**config.mk**
```make
export PLATFORM = sky130hd
export DESIGN_NAME = vga_pattern_gen
export DESIGN_NICKNAME = d
export VERILOG_FILES = /design/src/rtl/vga_pattern_pkg.sv /design/src/rtl/vga_timing.sv /design/src/rtl/vga_pattern_gen.sv
export SDC_FILE = /design/constraint.sdc
export NUM_CORES = 1
export LEC_CHECK = 0
export CORE_ASPECT_RATIO = 0.75
export CORE_MARGIN = 2
export CORE_UTILIZATION = 35
export CTS_CLUSTER_SIZE = 14
export DETAILED_ROUTE_END_ITERATION = 16
export HOLD_SLACK_MARGIN = 0.1
export SYNTH_ARGS = -nofsm -noshare
export SYNTH_HDL_FRONTEND = slang
export SYNTH_SLANG_ARGS = --single-unit
```
**constraint.sdc**
```tcl
create_clock -name CLK -period 4.55 [get_ports CLK]
set_input_delay 1.365 -clock CLK [delete_from_list [all_inputs] [get_ports CLK]]
set_output_delay 1.365 -clock CLK [all_outputs]
set_load 0.01 [all_outputs]
```
**src/rtl/vga_pattern_pkg.sv**
```systemverilog
// vga_pattern_pkg: pattern mode encodings, default 640x480@60 timing and
// the colour-bar lookup shared by the pattern generator.
package vga_pattern_pkg;

  // Pattern mode encodings driven on MODE
  localparam logic [1:0] MODE_BARS    = 2'd0;
  localparam logic [1:0] MODE_CHECKER = 2'd1;
  localparam logic [1:0] MODE_RAMP    = 2'd2;
  localparam logic [1:0] MODE_SOLID   = 2'd3;

  // Default 640x480 timing (pixels / lines)
  localparam int DEF_H_ACTIVE = 640;
  localparam int DEF_H_FRONT  = 16;
  localparam int DEF_H_WIDTH  = 96;
  localparam int DEF_H_BACK   = 48;
  localparam int DEF_V_ACTIVE = 480;
  localparam int DEF_V_FRONT  = 10;
  localparam int DEF_V_WIDTH  = 2;
  localparam int DEF_V_BACK   = 33;

  // 3-bit {R,G,B} colour for a bar: descending (white first) on even bands,
  // ascending on odd bands so alternate quarter-screen bands mirror each other.
  function automatic logic [2:0] bar_colour(input logic [2:0] bar, input logic odd_band);
    logic [2:0] c;
    if (odd_band) begin
      c = bar;
    end else begin
      c = 3'd7 - bar;
    end
    return c;
  endfunction

endpackage

```
**src/rtl/vga_timing.sv**
```systemverilog
// vga_timing: horizontal/vertical counters, raw active-low syncs, active
// region flag and a strobe on the last counter state of each frame.
// Line layout is front porch, sync, back porch, then the active pixels.
module vga_timing #(
  parameter int H_ACTIVE = 640,
  parameter int H_FRONT  = 16,
  parameter int H_WIDTH  = 96,
  parameter int H_BACK   = 48,
  parameter int V_ACTIVE = 480,
  parameter int V_FRONT  = 10,
  parameter int V_WIDTH  = 2,
  parameter int V_BACK   = 33,
  localparam int HPERIOD = H_FRONT + H_WIDTH + H_BACK + H_ACTIVE,
  localparam int VPERIOD = V_FRONT + V_WIDTH + V_BACK + V_ACTIVE,
  localparam int HW      = $clog2(HPERIOD),
  localparam int VW      = $clog2(VPERIOD)
) (
  input  logic          i_clk,
  input  logic          i_rst,
  output logic [HW-1:0] o_hcnt,
  output logic [VW-1:0] o_vcnt,
  output logic          o_hs,
  output logic          o_vs,
  output logic          o_active,
  output logic          o_frame_end
);

  localparam int HBLANK = H_FRONT + H_WIDTH + H_BACK;
  localparam int VBLANK = V_FRONT + V_WIDTH + V_BACK;
  localparam logic [HW-1:0] H_LAST = HW'(HPERIOD - 1);
  localparam logic [VW-1:0] V_LAST = VW'(VPERIOD - 1);

  logic [HW-1:0] r_hcnt;
  logic [VW-1:0] r_vcnt;
  logic          w_h_last;
  logic          w_v_last;

  assign w_h_last = (r_hcnt == H_LAST);
  assign w_v_last = (r_vcnt == V_LAST);

  // Pixel and line counters; the line counter steps when the pixel counter wraps
  always_ff @(posedge i_clk) begin
    if (i_rst) begin
      r_hcnt <= '0;
      r_vcnt <= '0;
    end else if (w_h_last) begin
      r_hcnt <= '0;
      if (w_v_last) begin
        r_vcnt <= '0;
      end else begin
        r_vcnt <= r_vcnt + 1'b1;
      end
    end else begin
      r_hcnt <= r_hcnt + 1'b1;
      r_vcnt <= r_vcnt;
    end
  end

  assign o_hcnt      = r_hcnt;
  assign o_vcnt      = r_vcnt;
  assign o_hs        = !((r_hcnt >= HW'(H_FRONT)) && (r_hcnt < HW'(H_FRONT + H_WIDTH)));
  assign o_vs        = !((r_vcnt >= VW'(V_FRONT)) && (r_vcnt < VW'(V_FRONT + V_WIDTH)));
  assign o_active    = (r_hcnt >= HW'(HBLANK)) && (r_vcnt >= VW'(VBLANK));
  assign o_frame_end = w_h_last && w_v_last;

endmodule

```
**src/rtl/vga_pattern_gen.sv**
```systemverilog
// vga_pattern_gen: VGA test-pattern generator (bars, checker, grey ramp,
// solid colour) with registered sync/DE/RGB outputs.
// Optional feature macro: PATTERN_SCROLL_EN adds a per-frame horizontal scroll.
// MODE and the scroll offset only change at the frame-end counter state, so a
// frame is always drawn with a single pattern and position.
module vga_pattern_gen
  import vga_pattern_pkg::*;
#(
  parameter int H_ACTIVE    = DEF_H_ACTIVE,
  parameter int H_FRONT     = DEF_H_FRONT,
  parameter int H_WIDTH     = DEF_H_WIDTH,
  parameter int H_BACK      = DEF_H_BACK,
  parameter int V_ACTIVE    = DEF_V_ACTIVE,
  parameter int V_FRONT     = DEF_V_FRONT,
  parameter int V_WIDTH     = DEF_V_WIDTH,
  parameter int V_BACK      = DEF_V_BACK,
  parameter int COLOR_W     = 4,
  parameter int BARS        = 8,
  parameter int CELL_LOG2   = 5,
  parameter int SCROLL_STEP = 1
) (
  input  logic                   CLK,
  input  logic                   RST,
  input  logic [1:0]             MODE,
  input  logic [3*COLOR_W-1:0]   SOLID_RGB,
  input  logic                   SCROLL,
  output logic [COLOR_W-1:0]     VGA_R,
  output logic [COLOR_W-1:0]     VGA_G,
  output logic [COLOR_W-1:0]     VGA_B,
  output logic                   VGA_HS,
  output logic                   VGA_VS,
  output logic                   DE,
  output logic                   FRAME_START
);

  localparam int HBLANK = H_FRONT + H_WIDTH + H_BACK;
  localparam int VBLANK = V_FRONT + V_WIDTH + V_BACK;
  localparam int HW     = $clog2(HBLANK + H_ACTIVE);
  localparam int VW     = $clog2(VBLANK + V_ACTIVE);
  localparam int XW     = $clog2(H_ACTIVE);
  localparam int YW     = $clog2(V_ACTIVE);
  localparam int CW     = 3 * COLOR_W;
  localparam int BAR_W  = H_ACTIVE / BARS;
  localparam int BAND_H = V_ACTIVE / 4;

  logic [HW-1:0]       w_hcnt;
  logic [VW-1:0]       w_vcnt;
  logic                w_hs;
  logic                w_vs;
  logic                w_active;
  logic                w_frame_end;

  logic [XW-1:0]       w_x;
  logic [YW-1:0]       w_y;
  logic [XW-1:0]       w_offset;
  logic [XW:0]         w_sx_sum;
  logic [XW-1:0]       w_sx;
  logic [2:0]          w_bar;
  logic                w_band_odd;
  logic [2:0]          w_bar_col;
  logic                w_cell;
  logic [XW+COLOR_W-1:0] w_ramp_num;
  logic [COLOR_W-1:0]  w_level;
  logic [CW-1:0]       w_rgb;
  logic                w_fs;

  logic [1:0]          r_mode;
  logic [CW-1:0]       r_rgb;
  logic                r_hs;
  logic                r_vs;
  logic                r_de;
  logic                r_fs;

  vga_timing #(
    .H_ACTIVE (H_ACTIVE),
    .H_FRONT  (H_FRONT),
    .H_WIDTH  (H_WIDTH),
    .H_BACK   (H_BACK),
    .V_ACTIVE (V_ACTIVE),
    .V_FRONT  (V_FRONT),
    .V_WIDTH  (V_WIDTH),
    .V_BACK   (V_BACK)
  ) u_timing (
    .i_clk       (CLK),
    .i_rst       (RST),
    .o_hcnt      (w_hcnt),
    .o_vcnt      (w_vcnt),
    .o_hs        (w_hs),
    .o_vs        (w_vs),
    .o_active    (w_active),
    .o_frame_end (w_frame_end)
  );

  // Active-area coordinates; only meaningful while w_active is high
  assign w_x = XW'(w_hcnt - HW'(HBLANK));
  assign w_y = YW'(w_vcnt - VW'(VBLANK));

`ifdef PATTERN_SCROLL_EN
  logic [XW-1:0] r_offset;
  logic [XW:0]   w_offset_sum;
  logic [XW-1:0] w_offset_next;

  // Next scroll offset: advance by SCROLL_STEP, wrapping at the active width
  always_comb begin
    w_offset_sum = {1'b0, r_offset} + (XW+1)'(SCROLL_STEP);
    if (w_offset_sum >= (XW+1)'(H_ACTIVE)) begin
      w_offset_next = XW'(w_offset_sum - (XW+1)'(H_ACTIVE));
    end else begin
      w_offset_next = w_offset_sum[XW-1:0];
    end
  end

  // Scroll offset moves only at frame end, in step with the mode latch
  always_ff @(posedge CLK) begin
    if (RST) begin
      r_offset <= '0;
    end else if (w_frame_end && SCROLL) begin
      r_offset <= w_offset_next;
    end else begin
      r_offset <= r_offset;
    end
  end

  assign w_offset = r_offset;
`else
  // Scroll compiled out: offset is constant zero, SCROLL/SCROLL_STEP fold away
  assign w_offset = {XW{SCROLL & 1'b0}} & XW'(SCROLL_STEP);
`endif

  // Scrolled column, wrapped back into 0..H_ACTIVE-1
  always_comb begin
    w_sx_sum = {1'b0, w_x} + {1'b0, w_offset};
    if (w_sx_sum >= (XW+1)'(H_ACTIVE)) begin
      w_sx = XW'(w_sx_sum - (XW+1)'(H_ACTIVE));
    end else begin
      w_sx = w_sx_sum[XW-1:0];
    end
  end

  assign w_bar      = 3'(({1'b0, w_sx}) / (XW+1)'(BAR_W));
  assign w_band_odd = 1'(({1'b0, w_y}) / (YW+1)'(BAND_H));
  assign w_bar_col  = bar_colour(w_bar, w_band_odd);
  assign w_cell     = w_sx[CELL_LOG2] ^ w_y[CELL_LOG2];
  assign w_ramp_num = {w_sx, {COLOR_W{1'b0}}};
  assign w_level    = COLOR_W'(w_ramp_num / (XW+COLOR_W)'(H_ACTIVE));
  assign w_fs       = w_active && (w_x == '0) && (w_y == '0);

  // Pattern colour for the current counter position; black outside the active area
  always_comb begin
    w_rgb = '0;
    if (w_active) begin
      case (r_mode)
        MODE_BARS:    w_rgb = {{COLOR_W{w_bar_col[2]}}, {COLOR_W{w_bar_col[1]}},
                               {COLOR_W{w_bar_col[0]}}};
        MODE_CHECKER: w_rgb = {CW{w_cell}};
        MODE_RAMP:    w_rgb = {w_level, w_level, w_level};
        MODE_SOLID:   w_rgb = SOLID_RGB;
        default:      w_rgb = '0;
      endcase
    end else begin
      w_rgb = '0;
    end
  end

  // Pattern mode is latched only on the last counter state so frames never tear
  always_ff @(posedge CLK) begin
    if (RST) begin
      r_mode <= MODE_BARS;
    end else if (w_frame_end) begin
      r_mode <= MODE;
    end else begin
      r_mode <= r_mode;
    end
  end

  // Output register: one cycle from counter state to pins, all outputs aligned
  always_ff @(posedge CLK) begin
    if (RST) begin
      r_rgb <= '0;
      r_hs  <= 1'b1;
      r_vs  <= 1'b1;
      r_de  <= 1'b0;
      r_fs  <= 1'b0;
    end else begin
      r_rgb <= w_rgb;
      r_hs  <= w_hs;
      r_vs  <= w_vs;
      r_de  <= w_active;
      r_fs  <= w_fs;
    end
  end

  assign VGA_R       = r_rgb[3*COLOR_W-1:2*COLOR_W];
  assign VGA_G       = r_rgb[2*COLOR_W-1:COLOR_W];
  assign VGA_B       = r_rgb[COLOR_W-1:0];
  assign VGA_HS      = r_hs;
  assign VGA_VS      = r_vs;
  assign DE          = r_de;
  assign FRAME_START = r_fs;

endmodule
```
==> metrics.txt <==
CP arrival 4400 ps; Port Buffers 31; DR vias 3061; Worst EP required 4760 ps; Cell Rows 30; setup bufs post-CTS 0; gr ovfl total 0; worst-path maximum fanout 6; Synth Register Bits 38; wire per inst 14.5 µm; Met3 Routed Length 425 µm; clock-pin slew on the worst setup and hold paths 60 ps; initial antenna violation count 0; routability congestion estimate 0.908; TritonCTS clock tree yes; Final Hold Vio Count 0; DRT iter0 DRCs 179; Top Ports 33; Initial Utilization 0.359; Async SR Flop Fraction 0; setup TNS 0 ps; first-pass GRT wire length 13900 µm; largest net degree at the start of global routing 25; Worst Setup Start Kind flop; Die Y 87.5 µm; RSZ-0062 raised after global routing false; maximum VDD drop 146 µV; Die Span X 115 µm; Slew Viols, Final 0; final setup vio count 0; Least-Margin Pin Slew 694 ps; MaxCap Viol Count 0; All-Layer GR Usage 0.170; fin cells 571; status finished clean; # nets final 472; Leakage Power 1.38 nW; max frequency 0.238 GHz; crit share post-route 0.922; Yosys top cell area share 0.234; Cell variety after synth 81; share of cells above drive strength 1 0.0948; ys flop type dfxtp_1; Core Box Area 0.00905 mm²; Layout Area Growth over Synthesis 17.3%; DP Cell Count 563; synth top area cells dfxtp_1, xnor2_1, ha_1, nor2_1, xor2_1; most frequent cell after synthesis nor2_1; H-tree depth 2; Synth area leader dfxtp_1; Synth Net Count 453; highest routed layer met4; worst-skew pair later-pin latency 280 ps; clock sink count 38; Clock Skew 7.03 ps; Min-Delay Path Class flop to flop; min Tclk post-route 4200 ps; hold slack 476 ps; DP Worst Slack 368 ps; Yosys warning count 0; Reg2Reg Setup Slack 350 ps; Remaining DRCs 0; Cell Area, Synth 0.00325 mm²; DP HPWL 6080 µm; number of diodes 0; Rel. slew slack 0.537; Synth Area per Inst 7.68 µm²; sequential share of the synthesized area 0.234; PD cells 197 mW/mm²; Post-synth top cells nor2_1, dfxtp_1, a21oi_1, nand2_1, o21ai_0; smallest setup slack after layout 354 ps; met1 wire length 4400 µm; Worst setup EP type flop; vias in the first global route 2786; synthesized instance count 423; DR WL met2 3410 µm; clk root buf clkbuf_16; maximum buffer depth of the clock tree 2; CTS buffer count 5; 1st-pass router iterations 4; WS Path Type flop to flop; die area 0.0101 mm²; Antenna Nets Post-Route 0; DR vias/cell 5.36; routed wire length 8260 µm; Post-synth EDFFs 0
-- placed cells by master (no fill, tap or decap), drive strengths merged, types with 4 or more instances in the layout --
cell type	instances
a21o	4
a21oi	27
buf	12
clkbuf	7
clkdlybuf4s50	31
dfxtp	38
ha	13
inv	20
mux2i	7
nand2	26
nand2b	8
nand3	17
nand4	7
nor2	42
nor2b	4
nor3	10
nor4	4
nor4b	5
o211ai	11
o21a	6
o21ai	34
o311ai	4
or2	4
or3	6
xnor2	20
xor2	16
-- state kept, by name, summed over array words and instances, names as in the netlist --
name and cells:
VGA_HS 1, r_mode 2, VGA_VS 1, FRAME_START 1
r_rgb 12, u_timing.o_vcnt 10, DE 1, u_timing.o_hcnt 10
-- worst max-delay path, stage by stage, from the launching register on --
cell and delay, ps:
dfxtp_1 440, clkinv_1 150, ha_1 250, xor2_1 150, ha_1 370, nor3b_1 160, o21ai_1 140, o2111ai_1 180
nand2b_1 240, o32ai_2 450, mux2i_4 420, o21ai_1 100, a41o_1 250, maj3_2 320, o211ai_2 210, o211ai_1 130
a21oi_1 170
-- timing repair --
item,4_1_cts,5_1_grt
setup endpoints to repair,0,3
resized for setup,0,1
hold buffers,0,0
-- worst paths after layout --
kind	from	to	cells past startpoint
setup / recovery	u_timing.o_hcnt[5]	r_rgb[5]	16
hold / removal	u_timing.o_hcnt[0]	u_timing.o_hcnt[0]	1
setup reg to reg	u_timing.o_hcnt[5]	r_rgb[5]	16
hold reg to reg	u_timing.o_hcnt[0]	u_timing.o_hcnt[0]	1
-- cell type report --
| cell class | instances | area [µm²] |
|---|---|---|
| inverter | 22 | 82.6 |
| timing repair buffer | 43 | 400 |
| clock inverter | 1 | 5.00 |
| clock buffer | 7 | 143 |
| tap | 128 | 160 |
| multi-input combinational | 332 | 2260 |
| fill | 928 | 5230 |
| sequential | 38 | 761 |
-- stage by stage --
step                power, mW   util  cell area (µm²)
finish                  0.753  0.421             3810
global route            0.781  0.421             3810
CTS                     0.760  0.421             3810
detailed placement      0.409  0.405             3660
global placement        0.409  0.405             3660
floorplan               0.387      -             3250
-- kinds of logic (layout without fill, tap and decap cells) --
logic type,count (synthesis),in the layout,synth area share
adder cells (fa/ha/maj),14,14,0.0535
XOR/XNOR,36,36,0.0993
multiplexers,7,7,0.0266
AO/OA/AOI/OAI,126,126,0.268
buffers and inverters,53,73,0.0712
flip-flops,38,38,0.234
AND/OR/NAND/NOR,149,149,0.248
-- layer usage --
layer | vias to the layer above | GRT usage
met5 | - | 0
met4 | 0 | 0.0252
met3 | 4 | 0.0411
met2 | 76 | 0.244
met1 | 1418 | 0.260
li1 | 1563 | -
-- report_power, final --
part	switching, mW	internal, mW	leakage (nW)
sequential	0.00358	0.335	0.307
clock	0.133	0.217	0.0739
combinational	0.0341	0.0300	0.998
Note: power is estimated with default switching activity, not from simulation.
